===== src/rtl/twpm_wb_pkg.sv =====
// Shared definitions for the TPM Wishbone mailbox: register offsets, STATUS bit positions,
// the bus FSM state type and the default read pattern for unmapped register offsets.
package twpm_wb_pkg;

    // Register offsets (byte addresses, word aligned)
    localparam logic [7:0] RegStatus   = 8'h00;
    localparam logic [7:0] RegOpType   = 8'h04;
    localparam logic [7:0] RegLocality = 8'h08;
    localparam logic [7:0] RegBufSize  = 8'h0C;
    localparam logic [7:0] RegComplete = 8'h40;
    localparam logic [7:0] RegIrqStat  = 8'h44;

    // STATUS register bit positions
    localparam int unsigned StatExecBit     = 0;
    localparam int unsigned StatAbortBit    = 1;
    localparam int unsigned StatCompleteBit = 2;
    localparam int unsigned StatIrqBit      = 3;

    localparam logic [31:0] DefaultRd = 32'hBADFABAC;

    typedef enum logic [1:0] {
        StIdle,
        StRdWait,
        StResp
    } wb_state_e;

endpackage


===== src/rtl/twpm_wb_mailbox_if.sv =====
// Wishbone-B4 classic bus bundle between the CPU (master) and the mailbox (slave).
//   wb_adr_i/wb_dat_i/wb_we_i/wb_sel_i/wb_stb_i/wb_cyc_i : master -> slave
//   wb_dat_o/wb_ack_o/wb_err_o                            : slave -> master
interface twpm_wb_mailbox_if;

    logic [31:0] wb_adr_i;
    logic [31:0] wb_dat_i;
    logic        wb_we_i;
    logic [3:0]  wb_sel_i;
    logic        wb_stb_i;
    logic        wb_cyc_i;
    logic [31:0] wb_dat_o;
    logic        wb_ack_o;
    logic        wb_err_o;

    modport slave (
        input  wb_adr_i, wb_dat_i, wb_we_i, wb_sel_i, wb_stb_i, wb_cyc_i,
        output wb_dat_o, wb_ack_o, wb_err_o
    );

    modport master (
        output wb_adr_i, wb_dat_i, wb_we_i, wb_sel_i, wb_stb_i, wb_cyc_i,
        input  wb_dat_o, wb_ack_o, wb_err_o
    );

endinterface


===== src/rtl/twpm_sync_pulse.sv =====
// Multi-flop synchroniser with rising-edge detect.
//   clk_i   : destination clock
//   rstn_i  : async active-low reset
//   d_i     : asynchronous input
//   q_o     : synchronised level
//   rise_o  : one-cycle pulse on a rising edge of q_o
module twpm_sync_pulse #(
    parameter int unsigned SYNC_STAGES = 2
) (
    input  logic clk_i,
    input  logic rstn_i,
    input  logic d_i,
    output logic q_o,
    output logic rise_o
);

    logic [SYNC_STAGES-1:0] sync_q;
    logic                   prev_q;

    always_ff @(posedge clk_i or negedge rstn_i) begin
        if (!rstn_i) begin
            sync_q <= '0;
            prev_q <= 1'b0;
        end else begin
            sync_q <= {sync_q[SYNC_STAGES-2:0], d_i};
            prev_q <= sync_q[SYNC_STAGES-1];
        end
    end

    assign q_o    = sync_q[SYNC_STAGES-1];
    assign rise_o = sync_q[SYNC_STAGES-1] & ~prev_q;

endmodule


===== src/rtl/twpm_wb_mailbox.sv =====
// Wishbone slave between the CPU and the TPM command mailbox.
// Serves the mailbox registers, gives the CPU access to the shared buffer RAM only while it
// owns the buffer (synchronised exec), and generates the completion pulse.
// Optional feature macro: TWPM_WB_IRQ_EN (interrupt on exec/abort rising edges, IRQ_STAT W1C).
//   clk_i, rstn_i          : clock, async active-low reset
//   wb                     : Wishbone slave port (interface)
//   exec_i, abort_i        : LPC-domain async flags
//   op_type_i, locality_i  : command attributes, stable while exec is high
//   buf_len_i              : command length in bytes
//   complete_o             : completion pulse to the regs module
//   buf_own_o              : CPU owns the buffer RAM
//   ram_addr_o/wd_o/wen_o  : buffer RAM word address, write data, byte write enables
//   ram_rd_i               : buffer RAM read data (1-cycle latency)
//   irq_o                  : interrupt (0 unless TWPM_WB_IRQ_EN)
module twpm_wb_mailbox
    import twpm_wb_pkg::*;
#(
    parameter int unsigned RAM_ADDR_WIDTH = 11,
    parameter int unsigned WB_ADDR_WIDTH  = 17,
    parameter int unsigned CPL_PULSE_W    = 20,
    parameter int unsigned SYNC_STAGES    = 2,
    parameter logic [31:0] DEFAULT_RD     = DefaultRd
) (
    input  logic                      clk_i,
    input  logic                      rstn_i,
    twpm_wb_mailbox_if.slave          wb,
    input  logic                      exec_i,
    input  logic                      abort_i,
    input  logic [3:0]                op_type_i,
    input  logic [3:0]                locality_i,
    input  logic [RAM_ADDR_WIDTH-1:0] buf_len_i,
    output logic                      complete_o,
    output logic                      buf_own_o,
    output logic [RAM_ADDR_WIDTH-3:0] ram_addr_o,
    output logic [31:0]               ram_wd_o,
    output logic [3:0]                ram_wen_o,
    input  logic [31:0]               ram_rd_i,
    output logic                      irq_o
);

    localparam int unsigned PageW = WB_ADDR_WIDTH - RAM_ADDR_WIDTH;

    wb_state_e   state_q, state_d;
    logic        ack_q, ack_d;
    logic        err_q, err_d;
    logic [31:0] dat_q, dat_d;
    logic [7:0]  cnt_q, cnt_d;
    logic        active_q;
    logic        exec_s, exec_rise, abort_s, abort_rise;
    logic        irq_pend;
    logic        req, ram_hit, reg_page;
    logic        cpl_wr, irq_clr;
    logic [31:0] status, reg_rdata;

    twpm_sync_pulse #(.SYNC_STAGES(SYNC_STAGES)) u_sync_exec (
        .clk_i  (clk_i),
        .rstn_i (rstn_i),
        .d_i    (exec_i),
        .q_o    (exec_s),
        .rise_o (exec_rise)
    );

    twpm_sync_pulse #(.SYNC_STAGES(SYNC_STAGES)) u_sync_abort (
        .clk_i  (clk_i),
        .rstn_i (rstn_i),
        .d_i    (abort_i),
        .q_o    (abort_s),
        .rise_o (abort_rise)
    );

    assign buf_own_o = exec_s;

    // Address decode: RAM window is the page at 1<<RAM_ADDR_WIDTH; registers live in the
    // low 256 bytes of page 0.
    assign ram_hit  = wb.wb_adr_i[WB_ADDR_WIDTH-1:RAM_ADDR_WIDTH] == PageW'(1);
    assign reg_page = wb.wb_adr_i[WB_ADDR_WIDTH-1:8] == '0;

    logic unused_adr;
    assign unused_adr = ^{wb.wb_adr_i[31:WB_ADDR_WIDTH], wb.wb_adr_i[1:0]};

    assign ram_addr_o = wb.wb_adr_i[RAM_ADDR_WIDTH-1:2];
    assign ram_wd_o   = wb.wb_dat_i;

    // Blocks acceptance while reset is asserted so no RAM strobe can leak out of reset.
    always_ff @(posedge clk_i or negedge rstn_i) begin
        if (!rstn_i) active_q <= 1'b0;
        else         active_q <= 1'b1;
    end

    assign req = active_q & wb.wb_cyc_i & wb.wb_stb_i & ~ack_q;

    always_comb begin
        status                  = '0;
        status[StatExecBit]     = exec_s;
        status[StatAbortBit]    = abort_s;
        status[StatCompleteBit] = complete_o;
        status[StatIrqBit]      = irq_pend;
    end

    always_comb begin
        reg_rdata = DEFAULT_RD;
        if (reg_page) begin
            case (wb.wb_adr_i[7:2])
                RegStatus[7:2]:   reg_rdata = status;
                RegOpType[7:2]:   reg_rdata = {28'b0, op_type_i};
                RegLocality[7:2]: reg_rdata = {28'b0, locality_i};
                RegBufSize[7:2]:  reg_rdata = 32'(buf_len_i);
                RegComplete[7:2]: reg_rdata = '0;
`ifdef TWPM_WB_IRQ_EN
                RegIrqStat[7:2]:  reg_rdata = {31'b0, irq_pend};
`endif
                default:          reg_rdata = DEFAULT_RD;
            endcase
        end
    end

    always_comb begin
        state_d   = state_q;
        ack_d     = 1'b0;
        err_d     = 1'b0;
        dat_d     = dat_q;
        cpl_wr    = 1'b0;
        irq_clr   = 1'b0;
        ram_wen_o = '0;
        case (state_q)
            StIdle: begin
                if (req) begin
                    state_d = StResp;
                    if (ram_hit) begin
                        if (!buf_own_o) begin
                            err_d = 1'b1;
                        end else if (wb.wb_we_i) begin
                            ram_wen_o = wb.wb_sel_i;
                            ack_d     = 1'b1;
                        end else begin
                            state_d = StRdWait;
                        end
                    end else begin
                        ack_d = 1'b1;
                        if (wb.wb_we_i) begin
                            cpl_wr  = reg_page && (wb.wb_adr_i[7:2] == RegComplete[7:2]);
                            irq_clr = reg_page && (wb.wb_adr_i[7:2] == RegIrqStat[7:2])
                                      && wb.wb_sel_i[0] && wb.wb_dat_i[0];
                        end else begin
                            dat_d = reg_rdata;
                        end
                    end
                end
            end
            StRdWait: begin
                if (!wb.wb_cyc_i) begin
                    state_d = StIdle;
                end else begin
                    state_d = StResp;
                    // Ownership lost during the wait: the data may already be stale.
                    if (exec_s) begin
                        ack_d = 1'b1;
                        dat_d = ram_rd_i;
                    end else begin
                        err_d = 1'b1;
                    end
                end
            end
            StResp:  state_d = StIdle;
            default: state_d = StIdle;
        endcase
    end

    always_comb begin
        cnt_d = cnt_q;
        if (cpl_wr && cnt_q == 8'd0) cnt_d = 8'(CPL_PULSE_W);
        else if (cnt_q != 8'd0)      cnt_d = cnt_q - 8'd1;
    end

    always_ff @(posedge clk_i or negedge rstn_i) begin
        if (!rstn_i) begin
            state_q <= StIdle;
            ack_q   <= 1'b0;
            err_q   <= 1'b0;
            dat_q   <= '0;
            cnt_q   <= '0;
        end else begin
            state_q <= state_d;
            ack_q   <= ack_d;
            err_q   <= err_d;
            dat_q   <= dat_d;
            cnt_q   <= cnt_d;
        end
    end

    assign wb.wb_ack_o = ack_q;
    assign wb.wb_err_o = err_q;
    assign wb.wb_dat_o = dat_q;
    assign complete_o  = cnt_q != 8'd0;

`ifdef TWPM_WB_IRQ_EN
    logic irq_pend_q;

    // A new edge in the same cycle as the clear must not be lost.
    always_ff @(posedge clk_i or negedge rstn_i) begin
        if (!rstn_i)                       irq_pend_q <= 1'b0;
        else if (exec_rise || abort_rise)  irq_pend_q <= 1'b1;
        else if (irq_clr)                  irq_pend_q <= 1'b0;
    end

    assign irq_pend = irq_pend_q;
    assign irq_o    = irq_pend_q;
`else
    logic unused_irq;
    assign unused_irq = exec_rise ^ abort_rise ^ irq_clr;
    assign irq_pend   = 1'b0;
    assign irq_o      = 1'b0;
`endif

endmodule


===== src/flat_wrapper.sv =====
// flat-port wrapper written by rule: the top's interface ports become plain ports
module twpm_wb_mailbox_flat import twpm_wb_pkg::*;
#(
    parameter int unsigned RAM_ADDR_WIDTH = 11,
    parameter int unsigned WB_ADDR_WIDTH  = 17,
    parameter int unsigned CPL_PULSE_W    = 20,
    parameter int unsigned SYNC_STAGES    = 2,
    parameter logic [31:0] DEFAULT_RD     = DefaultRd
)
  (clk_i, rstn_i, exec_i, abort_i, op_type_i, locality_i, buf_len_i, complete_o, buf_own_o, ram_addr_o, ram_wd_o, ram_wen_o, ram_rd_i, irq_o, wb_wb_adr_i, wb_wb_dat_i, wb_wb_we_i, wb_wb_sel_i, wb_wb_stb_i, wb_wb_cyc_i, wb_wb_dat_o, wb_wb_ack_o, wb_wb_err_o);
  twpm_wb_mailbox_if wb_i ();
  input  logic clk_i;
  input  logic rstn_i;
  input  logic exec_i;
  input  logic abort_i;
  input  logic [3:0] op_type_i;
  input  logic [3:0] locality_i;
  input  logic [RAM_ADDR_WIDTH-1:0] buf_len_i;
  output logic complete_o;
  output logic buf_own_o;
  output logic [RAM_ADDR_WIDTH-3:0] ram_addr_o;
  output logic [31:0] ram_wd_o;
  output logic [3:0] ram_wen_o;
  input  logic [31:0] ram_rd_i;
  output logic irq_o;
  input wire logic [$bits(wb_i.wb_adr_i)-1:0] wb_wb_adr_i;
  input wire logic [$bits(wb_i.wb_dat_i)-1:0] wb_wb_dat_i;
  input wire logic [$bits(wb_i.wb_we_i)-1:0] wb_wb_we_i;
  input wire logic [$bits(wb_i.wb_sel_i)-1:0] wb_wb_sel_i;
  input wire logic [$bits(wb_i.wb_stb_i)-1:0] wb_wb_stb_i;
  input wire logic [$bits(wb_i.wb_cyc_i)-1:0] wb_wb_cyc_i;
  output wire logic [$bits(wb_i.wb_dat_o)-1:0] wb_wb_dat_o;
  output wire logic [$bits(wb_i.wb_ack_o)-1:0] wb_wb_ack_o;
  output wire logic [$bits(wb_i.wb_err_o)-1:0] wb_wb_err_o;
  assign wb_i.wb_adr_i = wb_wb_adr_i;
  assign wb_i.wb_dat_i = wb_wb_dat_i;
  assign wb_i.wb_we_i = wb_wb_we_i;
  assign wb_i.wb_sel_i = wb_wb_sel_i;
  assign wb_i.wb_stb_i = wb_wb_stb_i;
  assign wb_i.wb_cyc_i = wb_wb_cyc_i;
  assign wb_wb_dat_o = wb_i.wb_dat_o;
  assign wb_wb_ack_o = wb_i.wb_ack_o;
  assign wb_wb_err_o = wb_i.wb_err_o;
  twpm_wb_mailbox #(.RAM_ADDR_WIDTH(RAM_ADDR_WIDTH), .WB_ADDR_WIDTH(WB_ADDR_WIDTH), .CPL_PULSE_W(CPL_PULSE_W), .SYNC_STAGES(SYNC_STAGES), .DEFAULT_RD(DEFAULT_RD)) u_core (.clk_i(clk_i), .rstn_i(rstn_i), .wb(wb_i), .exec_i(exec_i), .abort_i(abort_i), .op_type_i(op_type_i), .locality_i(locality_i), .buf_len_i(buf_len_i), .complete_o(complete_o), .buf_own_o(buf_own_o), .ram_addr_o(ram_addr_o), .ram_wd_o(ram_wd_o), .ram_wen_o(ram_wen_o), .ram_rd_i(ram_rd_i), .irq_o(irq_o));
endmodule

===== config.mk =====
export PLATFORM = sky130hd
export DESIGN_NAME = twpm_wb_mailbox_flat
export DESIGN_NICKNAME = d
export VERILOG_FILES = /design/src/rtl/twpm_wb_pkg.sv /design/src/rtl/twpm_wb_mailbox_if.sv /design/src/rtl/twpm_sync_pulse.sv /design/src/rtl/twpm_wb_mailbox.sv /design/src/flat_wrapper.sv
export SDC_FILE = /design/constraint.sdc
export NUM_CORES = 1
export LEC_CHECK = 0
export CORE_UTILIZATION = 35
export CTS_BUF_LIST = sky130_fd_sc_hd__clkbuf_4
export DETAILED_ROUTE_END_ITERATION = 16
export PLACE_DENSITY = 0.84
export SKIP_LAST_GASP = 1
export SYNTH_ARGS = -nofsm -noshare
export SYNTH_HDL_FRONTEND = slang
export SYNTH_SLANG_ARGS = --single-unit

===== constraint.sdc =====
create_clock -name clk_i -period 2.51 [get_ports clk_i]
set_clock_uncertainty 0.1 [all_clocks]
set_input_delay 0.3765 -clock clk_i [delete_from_list [all_inputs] [get_ports clk_i]]
set_output_delay 0.3765 -clock clk_i [all_outputs]
set_load 0.1 [all_outputs]

After elaboration in Yosys (flattened, before gate mapping)
Cells that the tools add are included.

Bitwise logic cells: 4. Shift-type cells: 0. Add/sub/neg operators: 1. Reduce and logical (&&, ||, !) cells: 10. Multipliers: 0. Divide/modulo/power cells: 0. Eq/ne operators: 11. Mux-type cells: 37. Magnitude comparators: 0.

Operator list (count): two-way mux 32 bit (6); case mux 32 bit (5 select lines) (1); case mux 32 bit (2 select lines) (1); two-way mux 4 bit (5); two-way mux 8 bit (2); two-way mux 1 bit (14); equality test 6 x 1 -> 1 bit, second input constant (2); equality test 6 x 2 -> 1 bit, second input constant (2); two-way mux 2 bit (5); logical NOT 9 bit (1); logical NOT 8 bit (1); != test 2 bit, second input constant (4); nonzero test 8 bit (1); subtractor 8 x 1 -> 8 bit, second input constant (1); equality test 6 x 5 -> 1 bit, second input constant (1); logical NOT 6 bit (1); AND reduction 6 bit (1); case mux 1 bit (2 select lines) (2); case mux 2 bit (2 select lines) (1); nonzero test 2 bit (2); AND 1 bit (3); equality test 2 x 1 -> 1 bit, second input constant (1); logical AND 1 bit (2); logical NOT 2 bit (1); other kinds (2) (2).

Latch bits: 0. Output and inout bits: 82. Input bits: 126. Memory bits (read-only): 0. Flip-flop bits (word level): 49. Memories: 0. RAM bits: 0. Logic and storage cells: 71.

Longest topological paths before layout
Depth in word-level cells: 8. Mapped depth: 8. Gate-level depth less buffers: 8.

Hierarchy
From an unflattened synthesis, not the netlist that was laid out.

Cells, all modules: 305. Area total of the unflattened synthesis: 2991.6 um^2.

Modules (own cells, without submodules): twpm_wb_mailbox (instances 1, area each 2813.9 um^2, cells an instance 297); twpm_sync_pulse (instances 2, area each 88.8 um^2, cells an instance 4).

Least setup slack after synthesis
Ideal clock, no wire load.

Path kind: reg2out. Start point: register u_core.ack_q (netlist: u_core.wb.wb_ack_o). End point: output port ram_wen_o[0]. Stages on the path, launching flop included: 6. Arrival time: 2.306 ns. Data required time: 2.034 ns. Slack: -0.272 ns. Cells stage by stage: dfrtp_1 > nand3b_1 > nor3_1 > nand2_1 > nor2_1 > and2_1.

Word-level cells in the longest chain between the ends: 4.

Ends and longest elaborated chain: start, declared (line twpm_wb_mailbox.sv:44) `logic ack_q, ack_d;`; start signal, assigned (line twpm_wb_mailbox.sv:184) `ack_q <= ack_d;`; inverter 1 bit (line twpm_wb_mailbox.sv:90) `assign req = active_q & wb.wb_cyc_i & wb.wb_stb_i & ~ack_q;`; AND 1 bit (line twpm_wb_mailbox.sv:90); two-way mux 4 bit (line twpm_wb_mailbox.sv:127) `if (req) begin`; two-way mux 4 bit (line twpm_wb_mailbox.sv:125) `case (state_q)`; end, declared (line flat_wrapper.sv:23) `output logic [3:0] ram_wen_o;`.

No other way between the ends.

Final worst setup path
Start point: input port wb_wb_adr_i[16]. End point: output port ram_wen_o[1].

Word-level cells in the longest chain between the ends: 4.

Ends and longest elaborated chain: start, declared (line flat_wrapper.sv:26) `input wire logic [$bits(wb_i.wb_adr_i)-1:0] wb_wb_adr_i;`; equality test 6 x 1 -> 1 bit (line twpm_wb_mailbox.sv:75) `assign ram_hit = wb.wb_adr_i[WB_ADDR_WIDTH-1:RAM_ADDR_WIDTH] == PageW'(1);`; two-way mux 4 bit (line twpm_wb_mailbox.sv:129) `if (ram_hit) begin`; two-way mux 4 bit (line twpm_wb_mailbox.sv:127); two-way mux 4 bit (line twpm_wb_mailbox.sv:125).

No other way between the ends.

==> parameters.txt <==
Parameter                              Value

STA
  Number of endpoints with negative hold slack in the final report    0
  Max Fclk    412.0 MHz
  Setup TNS after final layout    0 ps
  Min cycle time layout    2427 ps
  Post-route fraction of the period consumed by the critical path    96.71%
  Setup repair after global routing missed its margin    no
  Max-slew violation total from the final report    0
  # setup viols final    0
  Worst path setup slack after routing    82.67 ps

Critical path
  Cell with the biggest individual delay on the critical path    or4_4
  Worst-path maximum fanout    4
  Endpoint required time on the critical path    2030 ps
  Largest incremental delay on the critical path    550 ps
  Data arrival time of the critical path    1950 ps
  Buf/Inv on CP    2
  Gate family responsible for the most delay along the worst path    simple AND/OR/NAND/NOR gates
  Worst Setup Path Type    primary input to primary output
  Start of the worst register-to-register path    u_core.wb.wb_ack_o
  CP Cell Sequence    dlygate4sd2_1, or4_4, nor3b_4, nand2_2, nor2_4, and2_4, buf_12
  Register-to-register setup slack    480 ps
  Worst setup path startpoint    wb_wb_adr_i[16]
  Kind of start point of the critical path    primary input
  Kind of end point of the critical path    primary output

Clock network
  Clock input transition at the sequential cells of the worst setup and hold paths    140 ps
  Clk_lat worst skew    380 ps
  TritonCTS clock tree    built
  Number of buffers created by CTS    5
  Clock tree root driver cell    clkbuf_4
  TritonCTS Sinks    49
  Number of levels in the clock H-tree    2
  Largest buffer count on any clock path    2

Finish
  Filler cell count in the final layout    642
  Share of post-route cells with drive strength above 1    24.49%
  N_diodes    0
  # nets final    519
  Area overhead of the layout relative to synthesis    49.09%

Floorplanning
  Die outline width    89.37 um
  Number of placement rows    31
  Floorplan core area    7331 sq um
  Starting density of the core    36.44%
  Overall die height    89.37 um
  I/O pin count    208
  Die footprint    7986 sq um

Detailed routing
  Number of search-and-repair iterations in the first detailed-routing pass    4
  Detailed-route vias per instance    4.874
  Post-route ant nets    0
  Number of remaining DRC errors    0
  Routed len/inst    14.46 um
  Routed wire length    7.099 mm
  Starting DRT DRC Count    153
  Vias post-DR    2393

Yosys
  Syn Inst Count    294
  Post-Syn Area per Cell    9.086 sq um
  Proportion of register bits with asynchronous set or reset after synthesis    100.0%
  Sequential cell area fraction in the yosys report    45.90%
  Dominant register cell in the synthesized netlist    dfrtp_1
  Number of flops mapped to enable cells by yosys    0
  Post-synthesis cell type count    40
  Mapped Nets    422
  Post-Synthesis Cell Area    2671 sq um
  Count of yosys warnings during synthesis    0
  Number of synthesized register bits    49

Placement
  Input/output buffers    125
  Dpl hpwl    5.391 mm
  Setup WS pre-CTS    -199.5 ps
  Final weighted congestion in routability-driven placement    0.8149

Flow run
  Number of max-cap violations    0

Global routing
  Pin count of the biggest net entering global routing    65
  Vias in the first global route    2281
  Gr usage total    18.16%
  Residual overflow from global routing    0
  Number of antenna violations at the first check in global routing    0
  Global-route wire length before repair    10.98 mm

Power and ir drop
  Leakage dissipation    1.658 nW
  Total power density per cell area    663.8 nW/um^2
  VDD IR-drop max    335.9 uV

Hold path
  Path class of the lowest-slack min-delay path    primary input to asynchronous set/reset pin

Status
  Run status    finished, final reports clean
-- layout by cell type (no fill, tap or decap), drive strengths merged, types with 11 or more instances in the layout --
cell type,count
inv,15
a21oi,22
clkdlybuf4s50,71
a31oi,11
nand2,15
o21ai,31
nor2,34
nand3,12
buf,69
dfrtp,49
-- worst paths after layout --
path,depth (start not counted),end
min in group clk_i,0,u_core.u_sync_abort.sync_q[1]
max reg2reg,6,u_core.wb.wb_dat_o[4]
min reg2reg,0,u_core.u_sync_abort.sync_q[1]
max in group asynchronous,3,u_core.u_sync_exec.sync_q[1]
max,7,ram_wen_o[1]
min,2,u_core.wb.wb_dat_o[10]
-- state kept, by name, summed over array words and instances, names as in the netlist --
signal	count
u_core.state_q	2
u_core.cnt_q	8
u_core.wb.wb_err_o	1
u_core.wb.wb_dat_o	32
u_core.u_sync_abort.sync_q	2
u_core.active_q	1
u_core.wb.wb_ack_o	1
u_core.u_sync_exec.sync_q	2
-- area by class of cell --
type                       instances  area (sq um)  share of cell area [%]
clock buffer                       5         37.54                  0.9425
multi-input combinational        176          1056                   26.52
inverter                          14         55.05                   1.382
timing repair buffer             145          1459                   36.63
sequential                        49          1226                   30.79
clock inverter                     3         25.02                  0.6283
tap                               99         123.9                   3.110
-- kinds of logic after synthesis --
family                   share of synthesized area, %
AND/OR/NAND/NOR                                 17.47
AO/OA/AOI/OAI                                   15.64
buffers and inverters                           15.74
flip-flops                                      45.90
multiplexers                                    3.372
adder cells (fa/ha/maj)                        0.9366
other                                          0.2811
XOR/XNOR                                       0.6559
-- report_power, final --
| part | internal (W) | switching (W) | total [W] |
|---|---|---|---|
| clock network | 0.000115 | 0.000278 | 0.000393 |
| logic | 0.000388 | 0.000832 | 0.00122 |
| registers | 0.000927 | 0.000103 | 0.00103 |
| total | 0.00143 | 0.00121 | 0.00264 |
-- through the flow --
step / cell area, sq um / util (%) / hold slack (ps) / cells / total power [W]
global placement: 3872 / 52.82 / 110.5 / 480 / 0.002232
finish: 3983 / 54.33 / 239.6 / 491 / 0.002643
floorplan: 2678 / - / -19.09 / 294 / 0.002117
global route: 3983 / 54.33 / 240.4 / 491 / 0.002776
detailed placement: 3872 / 52.82 / 112.5 / 480 / 0.002265
CTS: 3969 / 54.14 / 236.6 / 491 / 0.002662
-- cell usage after synthesis (4+ instances only) --
| cell type | count | area (sq um) |
|---|---|---|
| dfrtp_1 | 49 | 1226 |
| buf_4 | 42 | 315.3 |
| nor2_1 | 34 | 127.6 |
| o21ai_0 | 31 | 155.2 |
| a21oi_1 | 22 | 110.1 |
| nand2_1 | 15 | 56.30 |
| inv_1 | 13 | 48.80 |
| a31oi_1 | 11 | 68.82 |
| nand3_1 | 11 | 55.05 |
| clkbuf_1 | 10 | 37.54 |
| or3_1 | 5 | 31.28 |
| and2_1 | 4 | 25.02 |
| mux2_2 | 4 | 45.04 |
-- per-layer routing --
layer / up-vias / routed length [um] / global-route usage (%)
li1: 1156 / - / -
met1: 1129 / 2799 / 20.78
met2: 90 / 3678 / 32.76
met3: 18 / 494 / 4.986
met4: 0 / 127 / 5.916
met5: - / 0 / 0
-- timing repair --
item / 4_1_cts / 5_1_grt
pin swaps: 4 / 0
resized for setup: 10 / 4
buffers inserted: 2 / 0
hold endpoints to repair: 49 / 0
setup endpoints to repair: 4 / 5
hold buffers: 1 / 0
Power figures use the tool's default switching activity.
